$ cat config.mk
export PLATFORM = sky130hd
export DESIGN_NAME = seq_entry_buffer
export DESIGN_NICKNAME = d
export VERILOG_FILES = /design/src/rtl/seq_entry_buffer.sv
export SDC_FILE = /design/constraint.sdc
export NUM_CORES = 1
export LEC_CHECK = 0
export ABC_AREA = 1
export CAP_MARGIN = 30
export CORE_MARGIN = 2
export CORE_UTILIZATION = 39
export CTS_CLUSTER_DIAMETER = 200
export DETAILED_ROUTE_END_ITERATION = 10
export GPL_ROUTABILITY_DRIVEN = 0
export PLACE_DENSITY = 0.7
export SETUP_SLACK_MARGIN = 0.05
export SLEW_MARGIN = 20
export SYNTH_ARGS = -nofsm -noshare
export SYNTH_HDL_FRONTEND = slang
export SYNTH_SLANG_ARGS = --single-unit
export TNS_END_PERCENT = 1
$ cat constraint.sdc
create_clock -name CLK_48 -period 2.24 [get_ports CLK_48]
set_input_delay 0.448 -clock CLK_48 [delete_from_list [all_inputs] [get_ports CLK_48]]
set_output_delay 0.448 -clock CLK_48 [all_outputs]
set_load 0.005 [all_outputs]
$ cat src/rtl/seq_entry_buffer.sv
// seq_entry_buffer: operator digit-entry history for the 8-digit display.
// BTN_0 strobes (PUSH) capture the switch nibble as the newest digit
// (rightmost, digit 0); BTN_1 strobes (POP) act as backspace.
// All outputs are registered, so a strobe shows on the following edge.
//
// Optional feature, enabled by defining SEQ_ENTRY_IDLE_CLEAR_EN:
// an idle timer counts CE_1KHZ ticks while the buffer is non-empty and
// clears the buffer after IDLE_MS ticks without operator activity.
// With the macro undefined, no counter exists and CE_1KHZ is ignored.
module seq_entry_buffer #(
  parameter int DEPTH    = 8,     // display width; only 8 is supported
  parameter int IDLE_MS  = 5000,  // idle timeout in CE_1KHZ ticks
  parameter int IDLE_WDT = 13     // idle counter width, 2**IDLE_WDT > IDLE_MS
) (
  input  logic        CLK_48,
  input  logic        SYS_NRST,
  input  logic        CE_1KHZ,
  input  logic        PUSH,
  input  logic        POP,
  input  logic        CLR,
  input  logic [3:0]  DAT_I,
  output logic [31:0] HEX_OUT,
  output logic [7:0]  BLANK_OUT,
  output logic [3:0]  COUNT,
  output logic        EMPTY,
  output logic        FULL,
  output logic        OVF,
  output logic [3:0]  LAST_O,
  output logic        LAST_VLD
);

  typedef enum logic [1:0] {
    S_EMPTY = 2'd0,
    S_PART  = 2'd1,
    S_FULL  = 2'd2
  } state_t;

  // Blank mask for a fill level: digit i is dark when i >= cnt.
  function automatic logic [7:0] blank_of(input logic [3:0] cnt);
    logic [7:0] mask;
    mask = 8'h00;
    for (int i = 0; i < 8; i++) begin
      mask[i] = (4'(i) >= cnt);
    end
    return mask;
  endfunction

  state_t      state_r, state_s;
  logic [31:0] hex_r, hex_s;
  logic [3:0]  count_r, count_s;
  logic [7:0]  blank_r;
  logic        empty_r, full_r;
  logic        ovf_r, ovf_s;
  logic [3:0]  last_r, last_s;
  logic        last_vld_r, last_vld_s;
  logic        accept_s;     // a PUSH/POP/CLR that actually changed the buffer
  logic        idle_fire_s;  // internal clear request from the idle timer
  logic        clr_s;

  assign clr_s = CLR | idle_fire_s;

`ifdef SEQ_ENTRY_IDLE_CLEAR_EN
  localparam logic [IDLE_WDT-1:0] IDLE_LIM = IDLE_WDT'(IDLE_MS);

  logic [IDLE_WDT-1:0] idle_cnt_r, idle_cnt_s;

  // The timer reached its limit on the previous tick: clear on this edge.
  assign idle_fire_s = (state_r != S_EMPTY) && (idle_cnt_r == IDLE_LIM);

  // Idle counter: restart on activity, hold at zero while empty, saturate at the limit.
  always_comb begin
    idle_cnt_s = idle_cnt_r;
    if (accept_s) begin
      idle_cnt_s = {IDLE_WDT{1'b0}};
    end else if (state_r == S_EMPTY) begin
      idle_cnt_s = {IDLE_WDT{1'b0}};
    end else if (CE_1KHZ && (idle_cnt_r != IDLE_LIM)) begin
      idle_cnt_s = idle_cnt_r + IDLE_WDT'(1);
    end else begin
      idle_cnt_s = idle_cnt_r;
    end
  end

  // Idle counter register.
  always_ff @(posedge CLK_48 or negedge SYS_NRST) begin
    if (!SYS_NRST) begin
      idle_cnt_r <= {IDLE_WDT{1'b0}};
    end else begin
      idle_cnt_r <= idle_cnt_s;
    end
  end
`else
  logic unused_idle_s;

  assign idle_fire_s   = 1'b0;
  assign unused_idle_s = CE_1KHZ;
`endif

  // Next-state logic; priority is clear, then replace, then push, then pop.
  always_comb begin
    state_s    = state_r;
    hex_s      = hex_r;
    count_s    = count_r;
    ovf_s      = 1'b0;
    last_s     = last_r;
    last_vld_s = 1'b0;
    accept_s   = 1'b0;
    if (clr_s) begin
      // LAST_O is deliberately kept across a clear.
      state_s  = S_EMPTY;
      hex_s    = 32'h0000_0000;
      count_s  = 4'd0;
      accept_s = 1'b1;
    end else if (PUSH && POP) begin
      // Replace newest digit; an empty buffer treats it as a plain push.
      last_s     = DAT_I;
      last_vld_s = 1'b1;
      accept_s   = 1'b1;
      if (state_r == S_EMPTY) begin
        hex_s   = {28'h000_0000, DAT_I};
        count_s = 4'd1;
        state_s = S_PART;
      end else begin
        hex_s = {hex_r[31:4], DAT_I};
      end
    end else if (PUSH) begin
      hex_s      = {hex_r[27:0], DAT_I};
      last_s     = DAT_I;
      last_vld_s = 1'b1;
      accept_s   = 1'b1;
      case (state_r)
        S_EMPTY: begin
          count_s = 4'd1;
          state_s = S_PART;
        end
        S_PART: begin
          count_s = count_r + 4'd1;
          if (count_r == 4'd7) begin
            state_s = S_FULL;
          end else begin
            state_s = S_PART;
          end
        end
        S_FULL: begin
          // Oldest digit falls off the left end; fill level stays at 8.
          ovf_s = 1'b1;
        end
        default: begin
          state_s    = S_EMPTY;
          hex_s      = 32'h0000_0000;
          count_s    = 4'd0;
          last_vld_s = 1'b0;
        end
      endcase
    end else if (POP) begin
      case (state_r)
        S_EMPTY: begin
          // Backspace on an empty buffer is ignored entirely.
          accept_s = 1'b0;
        end
        S_PART: begin
          hex_s    = {4'h0, hex_r[31:4]};
          count_s  = count_r - 4'd1;
          accept_s = 1'b1;
          if (count_r == 4'd1) begin
            state_s = S_EMPTY;
          end else begin
            state_s = S_PART;
          end
        end
        S_FULL: begin
          hex_s    = {4'h0, hex_r[31:4]};
          count_s  = 4'd7;
          accept_s = 1'b1;
          state_s  = S_PART;
        end
        default: begin
          state_s = S_EMPTY;
          hex_s   = 32'h0000_0000;
          count_s = 4'd0;
        end
      endcase
    end else begin
      state_s = state_r;
    end
  end

  // State and output registers; flags and blank mask track the next fill level.
  always_ff @(posedge CLK_48 or negedge SYS_NRST) begin
    if (!SYS_NRST) begin
      state_r    <= S_EMPTY;
      hex_r      <= 32'h0000_0000;
      count_r    <= 4'd0;
      blank_r    <= 8'hFF;
      empty_r    <= 1'b1;
      full_r     <= 1'b0;
      ovf_r      <= 1'b0;
      last_r     <= 4'h0;
      last_vld_r <= 1'b0;
    end else begin
      state_r    <= state_s;
      hex_r      <= hex_s;
      count_r    <= count_s;
      blank_r    <= blank_of(count_s);
      empty_r    <= (count_s == 4'd0);
      full_r     <= (count_s == 4'd8);
      ovf_r      <= ovf_s;
      last_r     <= last_s;
      last_vld_r <= last_vld_s;
    end
  end

  assign HEX_OUT   = hex_r;
  assign BLANK_OUT = blank_r;
  assign COUNT     = count_r;
  assign EMPTY     = empty_r;
  assign FULL      = full_r;
  assign OVF       = ovf_r;
  assign LAST_O    = last_r;
  assign LAST_VLD  = last_vld_r;

endmodule

Word-level counts from Yosys, hierarchy flattened
Index checks and enable logic that the tools add are counted.
Operators by class
  reductions and logical operators: 11
  bitwise operators: 1
  eq/ne operators: 8
  mux-type cells: 33
  magnitude comparators: 8
  $add $sub $neg: 2
Operator list (count)
  32-bit two-way mux: 6
  32-bit case mux with 2 select lines: 1
  4-bit two-way mux: 7
  4-bit case mux with 3 select lines: 2
  3-bit by 4-bit greater-or-equal comparator with 1-bit output, first input constant: 4
  2-bit two-way mux: 6
  2-bit case mux with 3 select lines: 2
  1-bit two-way mux: 9
  1-bit by 4-bit greater-or-equal comparator with 1-bit output, first input constant: 2
  2-bit by 4-bit greater-or-equal comparator with 1-bit output, first input constant: 2
  4-bit inequality test, second input constant: 2
  4-bit by 1-bit adder with 4-bit output, second input constant: 1
  4-bit by 1-bit == test with 1-bit output, second input constant: 1
  4-bit by 3-bit == test with 1-bit output, second input constant: 1
  4-bit == test, second input constant: 1
  4-bit logical NOT: 1
  2-bit AND reduction: 2
  4-bit AND reduction: 1
  4-bit nonzero test: 1
  4-bit by 1-bit subtractor with 4-bit output, second input constant: 1
  3-bit by 2-bit inequality test with 1-bit output, second input constant: 1
  3-bit AND reduction: 1
  3-bit OR reduction: 1
  2-bit by 1-bit == test with 1-bit output, second input constant: 1
  other kinds (6): 6
Storage, ports and cells
  register bits after elaboration: 54
  output and inout port bits: 52
  input bits: 10

Logic depth before layout (Yosys ltp)
  depth after elaboration: 7
  mapped depth: 13

Worst setup path after synthesis
No wires, ideal clock.
  path kind: reg-to-reg
  start point: register state_r[0]
  end point: register hex_r[18] (netlist: HEX_OUT[18])
  arrival: 1.521 ns
  cell stages (with the launch flop): 12
  period minus slack after synthesis: 1.612 ns
  required time: 2.150 ns
  setup slack: 0.628 ns
  setup time: 0.090 ns
  cells stage by stage: dfrtp_1 > inv_1 > ha_1 > inv_2 > nand2_1 > nand2_2 > nand2_4 > inv_2 > nor2_8 > inv_4 > buf_6 > o221ai_1
Between the ends
  longest elaborated chain between the ends: 7
  elaborated cells on any way between the ends: 14
Ends and longest elaborated chain
  start, declared: line 48  | state_t state_r, state_s;
  start signal, assigned: line 201  | state_r <= state_s;
  2-bit by 1-bit == test with 1-bit output or 2-bit == test (tied branches): line 131, 156
  2-bit OR reduction (no line)
  32-bit case mux with 2 select lines: line 156  | case (state_r)
  32-bit two-way mux: line 155  | end else if (POP) begin
  32-bit two-way mux: line 126  | end else if (PUSH) begin
  32-bit two-way mux: line 114  | end else if (PUSH && POP) begin
  32-bit two-way mux: line 108  | if (clr_s) begin
  end signal, assigned: line 202  | hex_r <= hex_s;
  end, declared: line 49  | logic [31:0] hex_r, hex_s;
Several ways; a longest one is shown, not always the timed one. The select of a mux whose other input is x is not followed.
A chain may end at the register's enable or synchronous reset.

Worst setup path in the final report
  start point: register state_r[0]
  end point: register hex_r[6] (netlist: HEX_OUT[6])
Same word-level chain as after synthesis.

==> results.toml <==
[hold_path]
hold_class = "input port to asynchronous set/reset pin"

[cts]
insertion_delay_ps = 300
max-clock-path-buffers = 2
cts_root_buf = "clkbuf_8"
htreeDepth = 2
cts.sinks = 53
clk_pin_slew_worst_paths_ps = 100
cts_buffers = 5
cts_tree = "done"

[critical_path]
start_kind = "flip-flop"
cp-end-kind = "flip-flop"
crit_arrival_ps = 2150
worstRegToRegCells = 10
crit_fanout = 18
path_class = "flip-flop to flip-flop"
critPathRequiredTime_ps = 2450

[detailed_routing]
met1_length_um = 3140
wl_met3_um = 483
drtIter0Drc = 173
wl_um = 6880
dr_wl_met2_um = 3210
first_pass_iters = 5
wl_per_cell_um = 14.6
via_per_inst = 5.17
ant_nets = 0
num_vias = 2429
top_layer = "met4"
post-route-drc-count = 0

[sta]
rsz0062_at_grt = "no"
slew_violations = 0
fmaxAchievable_mhz = 515
slew_headroom_pct = 55.5
min_period_ps = 1940
worstMarginPinSlew_ps = 668
min_period_over_period_pct = 86.7
fin_setup_tns_ps = 0
finClkSkew_ps = 12.9
finalHoldViolCount = 0
setup-violations-final = 0

[die]
start_util_pct = 40.6
rows = 30
die_h_um = 88.3
io_pins = 62
core_um2 = 6830
die_area_um2 = 7800
die_w_um = 88.3

[logic_synthesis]
syn_nets = 326
synthCells = 309
yosys_warnings = 0
synth_cell_type_count = 31
async_reset_ff_share_pct = 100
synth_enable_flop_cells = 0
ys_seq_elements = 53
synth_seq_area_share_pct = 48.2
synthesis.area_um2 = 2770
syn_avg_cell_area_um2 = 8.97
synth_top_flop_cell = "dfrtp_1"

[final_layout]
fillers = 657
drive_above_1_share_pct = 13.4
design_area_um2 = 3580
nets = 390
antenna_cells = 0
syn2layout_area_growth_pct = 29.3
fin_cells = 470
final_util_pct = 52.5

[run_status]
status = "finished, final reports clean"

[power]
vdd_drop_max_v = 0.000333
power_density_nw_per_um2 = 573
cellLeakagePower_nw = 1.56
total_power_mw = 2.05

[grt]
grt_usage_pct = 18.4
grt_max_degree = 54
grt_pass1_wl_um = 11300
grt_pass1_vias = 2374
antenna_found_initial = 0
overflow = 0

[place]
io_buffers = 60
dp_hpwl_um = 4870
place_area_um2 = 3450
placed_cells = 461

[run]
max_cap_violations = 0
[sequential cells by signal, summed over array words and instances, names as in the netlist]
signal	count
BLANK_OUT	7
LAST_O	4
EMPTY	1
HEX_OUT	32
COUNT	4
OVF	1
LAST_VLD	1
state_r	2
FULL	1
[synthesized netlist by cell type (4+ instances only)]
cell,count,area (um2)
nand2_1,61,229
inv_1,48,180
dfrtp_1,45,1130
nand3_1,37,185
o221ai_1,18,158
o21ai_0,12,60.1
nor2_1,11,41.3
a21oi_1,9,45.0
dfstp_2,8,210
ha_1,7,87.6
inv_2,6,22.5
o221ai_2,6,90.1
o21ai_1,5,25.0
a22oi_1,4,30.0
buf_6,4,45.0
o22ai_1,4,25.0
[through the flow]
step                hold slack [ps]  setup WS (ps)
floorplan                       152            628
global placement                457          -58.6
detailed placement              474           -119
CTS                             282            160
global route                    323            103
finish                          246            299
[power breakdown]
part           leakage (nW)  switching, mW  internal [mW]
combinational         0.798          0.215          0.151
clock                0.0585          0.321          0.335
sequential            0.699         0.0235           1.01
total                  1.56          0.559           1.49
[cell families after synthesis]
group / Yosys count / synth area share, %
AND/OR/NAND/NOR: 123 / 21.8
buffers and inverters: 66 / 10.6
AO/OA/AOI/OAI: 60 / 16.2
flip-flops: 53 / 48.2
adder cells (fa/ha/maj): 7 / 3.16
[what timing repair did]
action,4_1_cts,5_1_grt
endpoints found under the setup margin,0,26
gates resized for setup,0,1
setup buffers,0,0
hold buffers,0,0
[worst paths after layout]
kind / from / end / slack [ps]
setup / recovery: state_r[0] / HEX_OUT[6] / 300
hold / removal: SYS_NRST / HEX_OUT[29] / 250
setup reg to reg: state_r[0] / HEX_OUT[6] / 300
hold reg to reg: LAST_O[3] / LAST_O[3] / 490
max in group asynchronous: SYS_NRST / COUNT[0] / 1540
min in group CLK_48: LAST_O[3] / LAST_O[3] / 490
[critical path: stages, from the launching register on]
cell      delay, ps
dfrtp_1         420
inv_1           100
ha_1            290
inv_2           120
nand2_1          80
nand2_2         110
nand2_4          70
nor2_8          180
buf_4           260
nand3_1         110
o221ai_1        100
[final cells by class]
type,instances,area [um2],share of cell area (%)
clock buffer,5,68.8,1.92
tap,96,120,3.35
clock inverter,3,43.8,1.22
timing repair buffer,67,648,18.1
sequential,53,1340,37.3
inverter,55,209,5.83
multi-input combinational,191,1160,32.3
[metal layers]
layer | global-route usage (%) | vias to the layer above
met3 | 4.48 | 4
met4 | 3.99 | 0
li1 | - | 1161
met5 | 0 | -
met2 | 29.5 | 80
met1 | 25.4 | 1184
[cells in the final DEF, fill, tap and decap left out, types with 2 or more instances in the layout]
master,instances
nor2_1,11
buf_4,7
dfstp_2,8
o221ai_2,6
dfrtp_1,45
nand3_4,2
inv_2,6
a21oi_1,9
clkdlybuf4s50_1,59
o21ai_1,5
ha_1,7
a22oi_1,4
nand3_1,37
inv_1,48
nand2_4,3
nor3_1,2
nand2_2,3
nor2_8,2
nand2_1,61
o21ai_0,12
o221ai_1,18
clkbuf_8,5
o22ai_1,4
No activity file was read; power rests on OpenSTA's default activity.
